**src/rtl/iq_power_avg.sv**
```systemverilog
// ---------------------------------------------------------------------------
// iq_power_avg
//
// Block-averaged signal-power estimator. Each accepted I/Q sample is squared
// and summed (I^2 + Q^2); 2^LOG2_N accepted samples are accumulated and the
// truncated block mean is presented with a one-cycle valid pulse. The output
// pair feeds the log2 stage of the 10log10(Power) dB chain.
//
// Parameters:
//   IQ_WIDTH  width of the signed I and Q samples (power is 2*IQ_WIDTH bits)
//   LOG2_N    log2 of the block length, legal range 0..8
//
// Ports:
//   clk        rising-edge clock
//   rst        asynchronous active-high reset
//   enable_in  sample qualifier, I/Q accepted on each edge where it is high
//   clear_in   synchronous flush of the partial block and the pipeline
//   i_in       signed in-phase sample
//   q_in       signed quadrature sample
//   power_out  unsigned integer block-average power, held between updates
//   valid_out  one-cycle pulse marking a new power_out value
//
// Pipeline: square (stage 1) -> sum (stage 2) -> accumulate/divide (stage 3).
// A sample accepted at edge E produces its block result at edge E+2.
// ---------------------------------------------------------------------------
module iq_power_avg #(
   parameter int IQ_WIDTH = 16,
   parameter int LOG2_N   = 4
) (
   input  logic                         clk,
   input  logic                         rst,
   input  logic                         enable_in,
   input  logic                         clear_in,
   input  logic signed [IQ_WIDTH-1:0]   i_in,
   input  logic signed [IQ_WIDTH-1:0]   q_in,
   output logic        [2*IQ_WIDTH-1:0] power_out,
   output logic                         valid_out
);

   localparam int PW    = 2 * IQ_WIDTH;
   localparam int ACC_W = PW + LOG2_N;
   localparam int CNT_W = (LOG2_N > 0) ? LOG2_N : 1;

   // Index of the last sample in a block; zero when every sample is a block.
   localparam logic [CNT_W-1:0] CNT_LAST = CNT_W'((1 << LOG2_N) - 1);

   logic signed [PW-1:0]    w_iSqFull;
   logic signed [PW-1:0]    w_qSqFull;
   logic        [ACC_W-1:0] w_accSum;
   logic                    w_lastSample;

   logic        [PW-1:0]    r_isq;
   logic        [PW-1:0]    r_qsq;
   logic                    r_v1;
   logic        [PW-1:0]    r_p2;
   logic                    r_v2;
   logic        [ACC_W-1:0] r_acc;
   logic        [CNT_W-1:0] r_cnt;

   // A signed square is never negative, so the product bits can be
   // reinterpreted as unsigned; the largest square (-2^(W-1))^2 still fits.
   assign w_iSqFull = i_in * i_in;
   assign w_qSqFull = q_in * q_in;

   // Running sum including the sample currently in stage 2. The extra
   // LOG2_N bits of headroom make a full block of full-scale samples safe.
   assign w_accSum     = r_acc + ACC_W'(r_p2);
   assign w_lastSample = (r_cnt == CNT_LAST);

   // Stage 1: square both components on an accepting edge. clear_in wins
   // over enable_in, so a sample presented alongside a clear is dropped.
   always_ff @(posedge clk or posedge rst) begin
      if (rst) begin
         r_isq <= '0;
         r_qsq <= '0;
         r_v1  <= 1'b0;
      end else if (clear_in) begin
         r_v1  <= 1'b0;
      end else begin
         r_v1 <= enable_in;
         if (enable_in) begin
            r_isq <= $unsigned(w_iSqFull);
            r_qsq <= $unsigned(w_qSqFull);
         end
      end
   end

   // Stage 2: instantaneous power I^2 + Q^2. The maximum is 2^(PW-1), so
   // the PW-bit sum cannot wrap.
   always_ff @(posedge clk or posedge rst) begin
      if (rst) begin
         r_p2 <= '0;
         r_v2 <= 1'b0;
      end else if (clear_in) begin
         r_v2 <= 1'b0;
      end else begin
         r_v2 <= r_v1;
         if (r_v1) begin
            r_p2 <= r_isq + r_qsq;
         end
      end
   end

   // Stage 3: accumulate valid samples only, so enable gaps simply stretch
   // a block in time. On the last sample of a block the mean is taken by
   // dropping the low LOG2_N bits (truncation, no rounding) and the
   // accumulator restarts. power_out is deliberately left untouched by
   // clear_in so the downstream stage keeps its last estimate.
   always_ff @(posedge clk or posedge rst) begin
      if (rst) begin
         r_acc     <= '0;
         r_cnt     <= '0;
         power_out <= '0;
         valid_out <= 1'b0;
      end else if (clear_in) begin
         r_acc     <= '0;
         r_cnt     <= '0;
         valid_out <= 1'b0;
      end else if (r_v2) begin
         if (w_lastSample) begin
            power_out <= w_accSum[ACC_W-1:LOG2_N];
            valid_out <= 1'b1;
            r_acc     <= '0;
            r_cnt     <= '0;
         end else begin
            r_acc     <= w_accSum;
            r_cnt     <= r_cnt + CNT_W'(1);
            valid_out <= 1'b0;
         end
      end else begin
         valid_out <= 1'b0;
      end
   end

endmodule

```
**config.mk**
```make
export PLATFORM = sky130hd
export DESIGN_NAME = iq_power_avg
export DESIGN_NICKNAME = d
export VERILOG_FILES = /design/src/rtl/iq_power_avg.sv
export SDC_FILE = /design/constraint.sdc
export NUM_CORES = 2
export LEC_CHECK = 0
export BUFFER_PORTS_ARGS = -buffer_cell sky130_fd_sc_hd__buf_4
export CAP_MARGIN = 20
export CORE_UTILIZATION = 40
export CTS_CLUSTER_DIAMETER = 60
export CTS_CLUSTER_SIZE = 28
export DETAILED_ROUTE_END_ITERATION = 12
export HOLD_SLACK_MARGIN = 0.02
export PLACE_DENSITY_LB_ADDON = 0.08
export RECOVER_POWER = 100
export SYNTH_ARGS = -nofsm -noshare
export SYNTH_HDL_FRONTEND = slang
export SYNTH_SLANG_ARGS = --single-unit
```
**constraint.sdc**
```tcl
create_clock -name clk -period 5 [get_ports clk]
set_input_delay 0.25 -clock clk [delete_from_list [all_inputs] [get_ports clk]]
set_output_delay 0.25 -clock clk [all_outputs]
set_load 0.05 [all_outputs]
```
==> metrics.md <==
| Metric | Value |
|---|---|
| Sequential cell area | 0.004229 sq mm |
| Hold_ws | 211.7 ps |
| Die ar. | 0.06839 sq mm |
| R2R Path End | power_out[29]$_DFFE_PP0P_ |
| CP startpoint | q_in[9] |
| CTS H-tree lvls | 4 |
| Post-synthesis cell area | 0.02694 sq mm |
| WL/cell | 15.61 um |
| Seq/Total Area, Yosys | 15.70% |
| Synthesized flop and latch total | 169 |
| R2R depth | 10 |
| Slew @ Worst Pin | 2366 ps |
| Crit path max-delay family | adder cells |
| Ys Warns | 0 |
| Count leader, synth | inv_1 |
| Clk_lat worst skew | 450 ps |
| Critical-path maximum fanout | 5 |
| Slew Viols, Final | 295 |
| Initial antenna violation count | 0 |
| Vias/cell | 4.890 |
| Drt first pass iters | 5 |
| Crit-path cells | buf_8 > and2_4 > inv_2 > fa_1 > inv_2 > fa_1 > inv_2 > fa_1 > inv_1 > fa_1 > fa_1 > inv_2 > fa_1 > inv_2 > ha_4 > a21o_1 > nand2b_4 > a211o_1 > o41a_1 > a2111oi_4 > nor3_2 > nand3_1 > a211o_1 > nand3_2 |
| Final setup violation count | 33 |
| Worst R2R Setup Slack | 790 ps |
| Multi-input logic area | 0.02129 sq mm |
| Die span in y | 261.5 um |
| Site Rows | 94 |
| Ys async rst share | 100.0% |
| Ports | 69 |
| TritonCTS Buffers | 17 |
| PortBufs | 68 |
| Critical path destination | r_qsq[30]$_DFFE_PP0P_ |
| RSZ-0062 raised after global routing | true |
| HP Class | in2reg |
| Worst R2R Start | r_p2[6]$_DFFE_PP0P_ |
| Post-layout min period | 5500 ps |
| Largest cells by area after synthesis | fa_1, dfrtp_1, ha_1, inv_1, nand2_1 |
| Via count | 20,640 |
| Period utilization | 110.0% |
| Crit-path slowest cell | fa_1 |
| N_diodes | 0 |
| Slew margin rel. | -57.71% |
| First-pass GRT wire length | 110,300 um |
| Share of cells above drive strength 1 | 25.80% |
| Layout Skew | 19.71 ps |
| Final #Nets | 4,091 |
| CTS sink cnt | 169 |
| CTS tree | yes |
| CP arrival | 5810 ps |
| Initial DRC Count | 866 |
| Total GRT Usage | 20.15% |
| Required @ worst endpoint | 5310 ps |
| Startpoint Class | input pin |
| Max capacitance violation total | 4 |
| Total core area | 0.06622 sq mm |
| Detailed-route DRC error count | 0 |
| Type of the worst setup path | in2reg |
| Top_reg_cell synth | dfrtp_1 |
| Maximum root-to-sink buffer count | 2 |
| Critical path endpoint category | flip-flop |
| CP most frequent cell | fa_1 |
| Final hold vios | 0 |
| Top cells by instance count after synthesis | inv_1, fa_1, nand2_1, ha_1, dfrtp_1 |
| Achievable Freq | 0.1818 GHz |
| Post-route ant nets | 0 |
| Initial core utilization | 40.69% |
| Syn_nets | 3,632 |
| Max incr delay on CP | 550 ps |
| Top cell type's share of synthesized area | 34.85% |
| CTS Root Cell | clkbuf_16 |
| Clock slew at reported path FFs | 70 ps |
| Post-Syn Instances | 2,884 |
| Outcome | finished with violations |
| P&R area growth vs syn | 26.57% |
| Number of synthesized flops with an enable pin | 0 |
| Fillers | 6,212 |
| Largest area contributor in the netlist | fa_1 |
| Vias in the first global route | 22,580 |
| DP HPWL | 55,280 um |
| Syn Area/Cell | 9.341 sq um |
| Post-Route WL | 65,860 um |
| Final worst slack | -500.4 ps |
| Die W | 261.5 um |
| Placer Congestion | 0.8770 |
| Distinct cell type count after synthesis | 76 |
| Overflow after GRT | 0 |
| Violated checks | capacitance limit, slew limit, setup timing |
| Largest net degree at the start of global routing | 156 |
| Buf/Inv on CP | 7 |
| Crit path depth | 24 |
==> worst min-delay path by stage <==
stage,to,start,depth (start not counted),slack (ps)
6_report,r_cnt[1]$_DFFE_PP0P_,clear_in,2,210
5_1_grt,r_cnt[1]$_DFFE_PP0P_,clear_in,2,240
4_1_cts,r_cnt[1]$_DFFE_PP0P_,clear_in,2,50
3_5_place_dp,power_out[29]$_DFFE_PP0P_,rst,2,180
3_3_place_gp,valid_out$_DFF_PP0_,rst,2,170
2_1_floorplan,r_isq[2]$_DFFE_PP0P_,i_in[1],2,420
==> worst register-to-register path, cell delays in order, from the launching register on <==
cell and delay [ps]:
dfrtp_1 400, ha_1 370, a2111oi_0 510, o21ai_2 160, a41oi_1 480, o211ai_1 300
o21ai_0 330, a31oi_1 280, a221oi_1 880, or3_1 210, a31oi_1 80
==> cell usage in the layout, fill, tap and decap left out, types with 26 or more instances in the layout <==
master / synthesis / final
fa_2: 0 / 39
buf_4: 0 / 376
nand2_2: 0 / 26
ha_4: 0 / 35
dfrtp_1: 169 / 169
o21ai_0: 129 / 86
nor2_1: 98 / 83
buf_6: 0 / 61
fa_1: 469 / 430
o21ai_1: 1 / 35
xor2_1: 44 / 43
a21oi_1: 118 / 90
nand2_1: 317 / 286
inv_2: 0 / 53
and2_1: 89 / 59
mux2_2: 27 / 27
ha_1: 243 / 203
a22o_1: 27 / 27
inv_1: 656 / 595
a21o_1: 32 / 32
xnor2_1: 94 / 84
clkbuf_1: 79 / 41
==> metal layers <==
metal | GRT usage [%] | part of all wire (%)
met1 | 26.97 | 46
met2 | 35.55 | 51
met3 | 1.703 | 1.7
met4 | 4.183 | 1.5
met5 | 0 | 0
==> cells by family after synthesis <==
kind of cell    synth area share, %
buf+inv                       10.33
mux                           1.296
simple gates                  10.94
flops                         15.70
compound gates                11.11
fa+ha+maj                     46.14
xor+xnor                      4.486
==> through the flow <==
stage	cells	setup TNS (ps)	worst slack, ps	cell area [sq um]	utilization, %
6_report	4220	-9556	-500.4	34100	51.50
5_1_grt	4220	-16230	-645.3	34100	51.50
4_1_cts	4192	-4530	-461.9	33590	50.73
3_5_place_dp	4120	-28080	-1120	31650	47.79
3_3_place_gp	4120	-27350	-1003	31650	47.79
2_1_floorplan	2884	-7992	-690.4	27550	-
==> what timing repair did <==
action,in CTS,in global routing
endpoints found under the hold margin,14,0
cloned,3,1
setup endpoints to repair,33,35
pin swaps,110,135
hold buffers,1,0
setup buffers,39,30
resized for setup,260,169
==> layout make-up <==
cell class	instances	share of cell area, %
well taps	864	3.170
inverters	658	7.331
repair buffers	523	12.91
flip-flops and latches	169	12.40
clock inverters	14	0.4697
clock buffers	18	1.288
multi-input cells	1974	62.43
==> state kept, by name, summed over array words and instances, names as in the netlist <==
| name | cells |
|---|---|
| r_cnt | 4 |
| r_p2 | 32 |
| power_out | 32 |
| r_v1 | 1 |
| r_v2 | 1 |
| r_isq | 31 |
| r_acc | 36 |
| valid_out | 1 |
| r_qsq | 31 |
Power is left out: the tool's default activity adds up to more than one toggle a clock period on the data nets, which glitch-free logic cannot reach.
